## config.mk

```make
export PLATFORM = sky130hd
export DESIGN_NAME = sudoku_grid_decoder
export DESIGN_NICKNAME = d
export VERILOG_FILES = /design/src/rtl/sudoku_pkg.sv /design/src/rtl/sudoku_cell_decode.sv /design/src/rtl/sudoku_grid_decoder.sv
export SDC_FILE = /design/constraint.sdc
export NUM_CORES = 2
export LEC_CHECK = 0
export ABC_AREA = 1
export BUFFER_PORTS_ARGS = -buffer_cell sky130_fd_sc_hd__buf_4
export CAP_MARGIN = 25
export CORE_ASPECT_RATIO = 0.8
export CORE_MARGIN = 2
export CORE_UTILIZATION = 30
export DETAILED_ROUTE_END_ITERATION = 10
export HOLD_SLACK_MARGIN = 0.02
export MAX_ROUTING_LAYER = met4
export PLACE_DENSITY = 0.53
export SKIP_LAST_GASP = 1
export SYNTH_ARGS = -nofsm -noshare
export SYNTH_HDL_FRONTEND = slang
export SYNTH_HIERARCHICAL = 1
export SYNTH_SLANG_ARGS = --single-unit
```

## constraint.sdc

```tcl
create_clock -name clk -period 19.7 [get_ports clk]
set_clock_uncertainty 0.15 [all_clocks]
set_input_delay 0.985 -clock clk [delete_from_list [all_inputs] [get_ports clk]]
set_output_delay 0.985 -clock clk [all_outputs]
set_load 0.01 [all_outputs]
```

## src/rtl/sudoku_pkg.sv

```systemverilog
// Shared geometry, status encoding and FSM states for the sudoku grid decoder.
// Mask bit x*81+y*9+v set means value v+1 is excluded for cell (x,y).
package sudoku_pkg;

    localparam int N      = 9;
    localparam int CELLS  = 81;
    localparam int MASK_W = 729;
    localparam int K_W    = 7;

    localparam logic [K_W-1:0] LAST_K = K_W'(CELLS - 1);

    typedef enum logic [1:0] {
        STATUS_OPEN     = 2'b00,
        STATUS_SOLVED   = 2'b01,
        STATUS_CONFLICT = 2'b10
    } cell_status_e;

    typedef enum logic [1:0] {
        S_IDLE   = 2'b00,
        S_STREAM = 2'b01,
        S_DONE   = 2'b10
    } fsm_state_e;

    function automatic int unsigned mask_bit_idx(input int unsigned x,
                                                 input int unsigned y,
                                                 input int unsigned v);
        return x * (N * N) + y * N + v;
    endfunction

endpackage

```

## src/rtl/sudoku_cell_decode.sv

```systemverilog
// Combinational decode of one cell's 9-bit exclusion slice into candidate
// count, status and (when exactly one candidate remains) the digit.
module sudoku_cell_decode
    import sudoku_pkg::*;
(
    input  logic [N-1:0]  slice_i,
    output logic [3:0]    digit_o,
    output logic [3:0]    cand_o,
    output cell_status_e  status_o
);

    logic [3:0] excluded;
    logic [3:0] zero_idx;

    always_comb begin
        excluded = 4'd0;
        zero_idx = 4'd0;
        for (int i = 0; i < N; i++) begin
            excluded = excluded + {3'b000, slice_i[i]};
            // Only meaningful when a single zero exists; then it is unique.
            if (!slice_i[i]) begin
                zero_idx = 4'(i);
            end
        end
    end

    always_comb begin
        cand_o   = 4'd9 - excluded;
        digit_o  = 4'd0;
        status_o = STATUS_OPEN;
        if (cand_o == 4'd1) begin
            status_o = STATUS_SOLVED;
            digit_o  = zero_idx + 4'd1;
        end else if (cand_o == 4'd0) begin
            status_o = STATUS_CONFLICT;
        end
    end

endmodule

```

## src/rtl/sudoku_grid_decoder.sv

```systemverilog
// Latches a 729-bit elimination mask and streams the 81 decoded cells one per
// handshake, then pulses done with the puzzle's solved count and conflict flag.
module sudoku_grid_decoder
    import sudoku_pkg::*;
(
    input  logic              clk,
    input  logic              rst_n,
    input  logic [MASK_W-1:0] mask_in,
    input  logic              mask_valid,
    output logic              mask_ready,
    output logic              cell_valid,
    input  logic              cell_ready,
    output logic [3:0]        cell_x,
    output logic [3:0]        cell_y,
    output logic [3:0]        cell_digit,
    output logic [3:0]        cell_cand,
    output logic [1:0]        cell_status,
    output logic              done,
    output logic [6:0]        solved_cnt,
    output logic              any_conflict
);

    fsm_state_e        state_q, state_d;
    logic [K_W-1:0]    k_q, k_d;
    logic [MASK_W-1:0] mask_q;
    logic [6:0]        solved_q, solved_d;
    logic              conflict_q, conflict_d;
    logic              load_mask;

    logic [N-1:0]      slices [CELLS];
    logic [N-1:0]      cur_slice;
    cell_status_e      cur_status;

    generate
        for (genvar gi = 0; gi < CELLS; gi++) begin : g_slice
            assign slices[gi] = mask_q[mask_bit_idx(gi / N, gi % N, 0) +: N];
        end
    endgenerate

    always_comb begin
        cur_slice = '0;
        for (int i = 0; i < CELLS; i++) begin
            if (k_q == K_W'(i)) begin
                cur_slice = slices[i];
            end
        end
    end

    sudoku_cell_decode u_decode (
        .slice_i  (cur_slice),
        .digit_o  (cell_digit),
        .cand_o   (cell_cand),
        .status_o (cur_status)
    );

    assign cell_status  = cur_status;
    assign cell_x       = 4'(k_q / K_W'(N));
    assign cell_y       = 4'(k_q % K_W'(N));
    assign solved_cnt   = solved_q;
    assign any_conflict = conflict_q;

    always_ff @(posedge clk or negedge rst_n) begin
        if (!rst_n) begin
            state_q    <= S_IDLE;
            k_q        <= '0;
            solved_q   <= '0;
            conflict_q <= 1'b0;
        end else begin
            state_q    <= state_d;
            k_q        <= k_d;
            solved_q   <= solved_d;
            conflict_q <= conflict_d;
        end
    end

    always_ff @(posedge clk or negedge rst_n) begin
        if (!rst_n) begin
            mask_q <= '0;
        end else if (load_mask) begin
            mask_q <= mask_in;
        end
    end

    always_comb begin
        state_d    = state_q;
        k_d        = k_q;
        solved_d   = solved_q;
        conflict_d = conflict_q;
        load_mask  = 1'b0;
        mask_ready = 1'b0;
        cell_valid = 1'b0;
        done       = 1'b0;
        unique case (state_q)
            S_IDLE: begin
                mask_ready = 1'b1;
                if (mask_valid) begin
                    load_mask  = 1'b1;
                    k_d        = '0;
                    solved_d   = '0;
                    conflict_d = 1'b0;
                    state_d    = S_STREAM;
                end
            end
            S_STREAM: begin
                cell_valid = 1'b1;
                if (cell_ready) begin
                    if (cur_status == STATUS_SOLVED) begin
                        solved_d = solved_q + 7'd1;
                    end
                    if (cur_status == STATUS_CONFLICT) begin
                        conflict_d = 1'b1;
                    end
                    // Park the index back on cell 0 so idle outputs stay benign.
                    if (k_q == LAST_K) begin
                        k_d     = '0;
                        state_d = S_DONE;
                    end else begin
                        k_d = k_q + K_W'(1);
                    end
                end
            end
            S_DONE: begin
                done    = 1'b1;
                state_d = S_IDLE;
            end
            default: begin
                state_d = S_IDLE;
            end
        endcase
    end

endmodule
```

==> qor.yml <==
detailed_routing:
  antenna_left: 0
  drtIter0Drc: 3285
  avgViaCountPerCell: 4.685
  vias: 35704
  postRouteWirelength_um: 151600
  drtPass1Iterations: 6
  routedWlPerCell_um: 19.89
  route.detailed.drc: 0
cells_and_area:
  nFillCells: 13121
  area_growth_pct: 27.73
  stdcell_area_um2: 47320
  final_util_pct: 38.56
  final_cells: 7621
  nets: 6661
  final_cell_mix: "2,913 x nand2_1, 818 x buf_4, 746 x dfrtp_1"
  drive_above_1_share_pct: 17.79
  layout_commonest_cell: "nand2_1"
power_and_ir_drop:
  peakVddDrop_mv: 0.3902
  pwr-share-seq_pct: 29.5
  p_per_area_nw_per_um2: 193.2
  p_clk_share_pct: 18.0
  switchingPower_mw: 4.222
  swShare_pct: 46.18
  p_int_mw: 4.921
  power.leakage_nw: 25.52
  p_comb_share_pct: 52.4
setup_path:
  r2r-end: "solved_cnt[6]"
  rr_worst_depth: 99
  slowest_delay_ns: 0.45
  worst-path-buf-inv: 8
  start_kind: "flop"
  cp.arrival_ns: 11.84
  cpLargestDelayFamily: "simple AND/OR/NAND/NOR gates"
  worst_setup_path_end_kind: "primary output"
  r2r-start: "k_q[1]"
  worst-path-max-fanout: 12
  worst_path_most_repeated_cell: "nand2_1"
  crit_required_ns: 18.57
  critPathSlowestCell: "dfrtp_1"
  rrSetupSlack_ns: 7.22
  critPathKind: "flop to primary output"
global_routing:
  grt_util_met3_pct: 4.221
  overflow: 0
  grt_pass1_wl_um: 224500
  antenna_found_initial: 13
  grt_max_degree: 188
  top_usage_layer: "met2"
  gr-usage-all-layers_pct: 24.27
  grt_util_met1_pct: 32.86
  grtUsageMet2_pct: 37.10
  grt_pass1_vias: 35340
timing:
  hold_viol: 0
  slew_headroom_pct: 31.52
  post-route-period-util_pct: 65.86
  period_needed_ns: 12.97
  worst_hold_slack_ns: 0.2595
  rsz0062_at_grt: "false"
  slew_violations: 0
  worstMarginPinSlew_ns: 1.027
  finalSetupViolations: 0
  max_freq_mhz: 77.07
  tns_ns: 0
yosys:
  avgSynthCellArea_um2: 7.088
  ys_types: 47
  yosysWarnings: 6
  synth.ff_latch_count: 746
  synth_edf_count: 0
  syn_nets: 5981
  synth_cells: 5227
  netlist_area_um2: 37050
  yosysSeqAreaShare_pct: 50.39
  synth_flop_cell: "dfrtp_1"
  async_flop_share_pct: 100.0
die:
  die-width_um: 396.9
  ios: 762
  start_util_pct: 30.19
  die_height_um: 318.3
  num_rows: 115
  fp.dieArea_um2: 126300
  core_area_um2: 122700
status:
  status: "complete, no violations"
placement:
  dp_cells: 7456
  hpwl_um: 112800
  placed_area_um2: 44380
  gp_congestion: 0.9155
  io_buffers: 761
cts:
  clkSinkCount: 746
  cts_max_path_buffers: 3
  insertion_delay_ns: 0.69
  cts_setup_buffers: 0
  numCtsBuffers: 83
  cts_root_buf: "clkbuf_16"
  htree_levels: 3
  cts_tree: "done"
  clkTransAtPathRegs_ns: 0.06
  hold_buffers: 0
  cts.repair.resized: 0
hold_path:
  hold_class: "primary input to asynchronous set/reset pin"
job:
  maxCapViolCount: 0
==> metal layers <==
metal	share of wire [%]	vias to the layer above
met5	0	-
met4	2.9	0
met3	6.2	203
met2	46	1061
met1	45	17054
li1	-	17386
==> cell usage after synthesis, types with 11 or more instances <==
cell type / instances / area [µm²]
clkbuf_1: 176 / 660.6
nor2_1: 285 / 1070
or2_2: 52 / 325.3
buf_2: 28 / 140.1
dfrtp_1: 746 / 18670
nor2_2: 12 / 75.07
nand3_1: 100 / 500.5
o211ai_1: 15 / 112.6
o21ai_0: 148 / 740.7
nand2_1: 2914 / 10940
nor3_1: 11 / 55.05
ha_1: 17 / 212.7
inv_2: 13 / 48.80
a21oi_1: 258 / 1291
inv_1: 298 / 1119
o21ai_1: 45 / 225.2
==> per-stage QoR <==
stage	setup WS, ns	power, mW
floorplan	10.73	5.458
global placement	7.277	7.473
detailed placement	7.182	7.495
CTS	6.611	9.190
global route	5.693	9.907
finish	6.725	9.143
==> power by group through the flow <==
stage / clock network [mW] / registers, mW / logic, mW
after detailed placement: 0 / 2.71 / 4.78
after floorplan: 0 / 2.54 / 2.91
after CTS: 1.69 / 2.70 / 4.80
final: 1.65 / 2.70 / 4.79
after global routing: 1.75 / 2.78 / 5.38
after global placement: 0 / 2.72 / 4.76
==> area by class of cell <==
type,count,area [µm²],share of cell area (%)
inverters,318,1201,2.538
diodes,12,30.03,0.06346
well taps,1638,2049,4.331
multi-input cells,3932,16220,34.28
clock inverters,26,341.6,0.7218
clock buffers,123,2499,5.280
flip-flops and latches,746,18670,39.45
repair buffers,826,6310,13.33
==> worst register-to-register path: cells and delay by family (launching register included) <==
| kind | cells | cell delay, ns |
|---|---|---|
| compound gates | 13 | 1.88 |
| fa+ha+maj | 6 | 2.15 |
| buf+inv | 8 | 1.05 |
| flops | 1 | 0.45 |
| simple gates | 72 | 6.68 |
==> logic make-up after synthesis <==
family          synth area share, %
compound gates                6.869
simple gates                  35.84
xor+xnor                     0.2128
flops                         50.39
buf+inv                       5.876
fa+ha+maj                    0.7903
mux                         0.02702
==> sequential cells by signal, summed over array words and instances (netlist names) <==
| register | flops |
|---|---|
| solved_cnt | 7 |
| k_q | 7 |
| any_conflict | 1 |
| mask_q | 729 |
| state_q | 2 |
==> how the worst max path moves through the flow <==
stage,from,endpoint,slack (ns),depth (start not counted)
6_report,k_q[1],cell_status[1],6.73,90
5_1_grt,k_q[1],cell_status[0],5.69,93
4_1_cts,k_q[5],cell_status[1],6.61,77
3_5_place_dp,k_q[5],solved_cnt[6],7.18,86
3_3_place_gp,k_q[5],solved_cnt[6],7.28,86
2_1_floorplan,k_q[0],solved_cnt[6],10.73,99
Power figures use the tool's default switching activity.
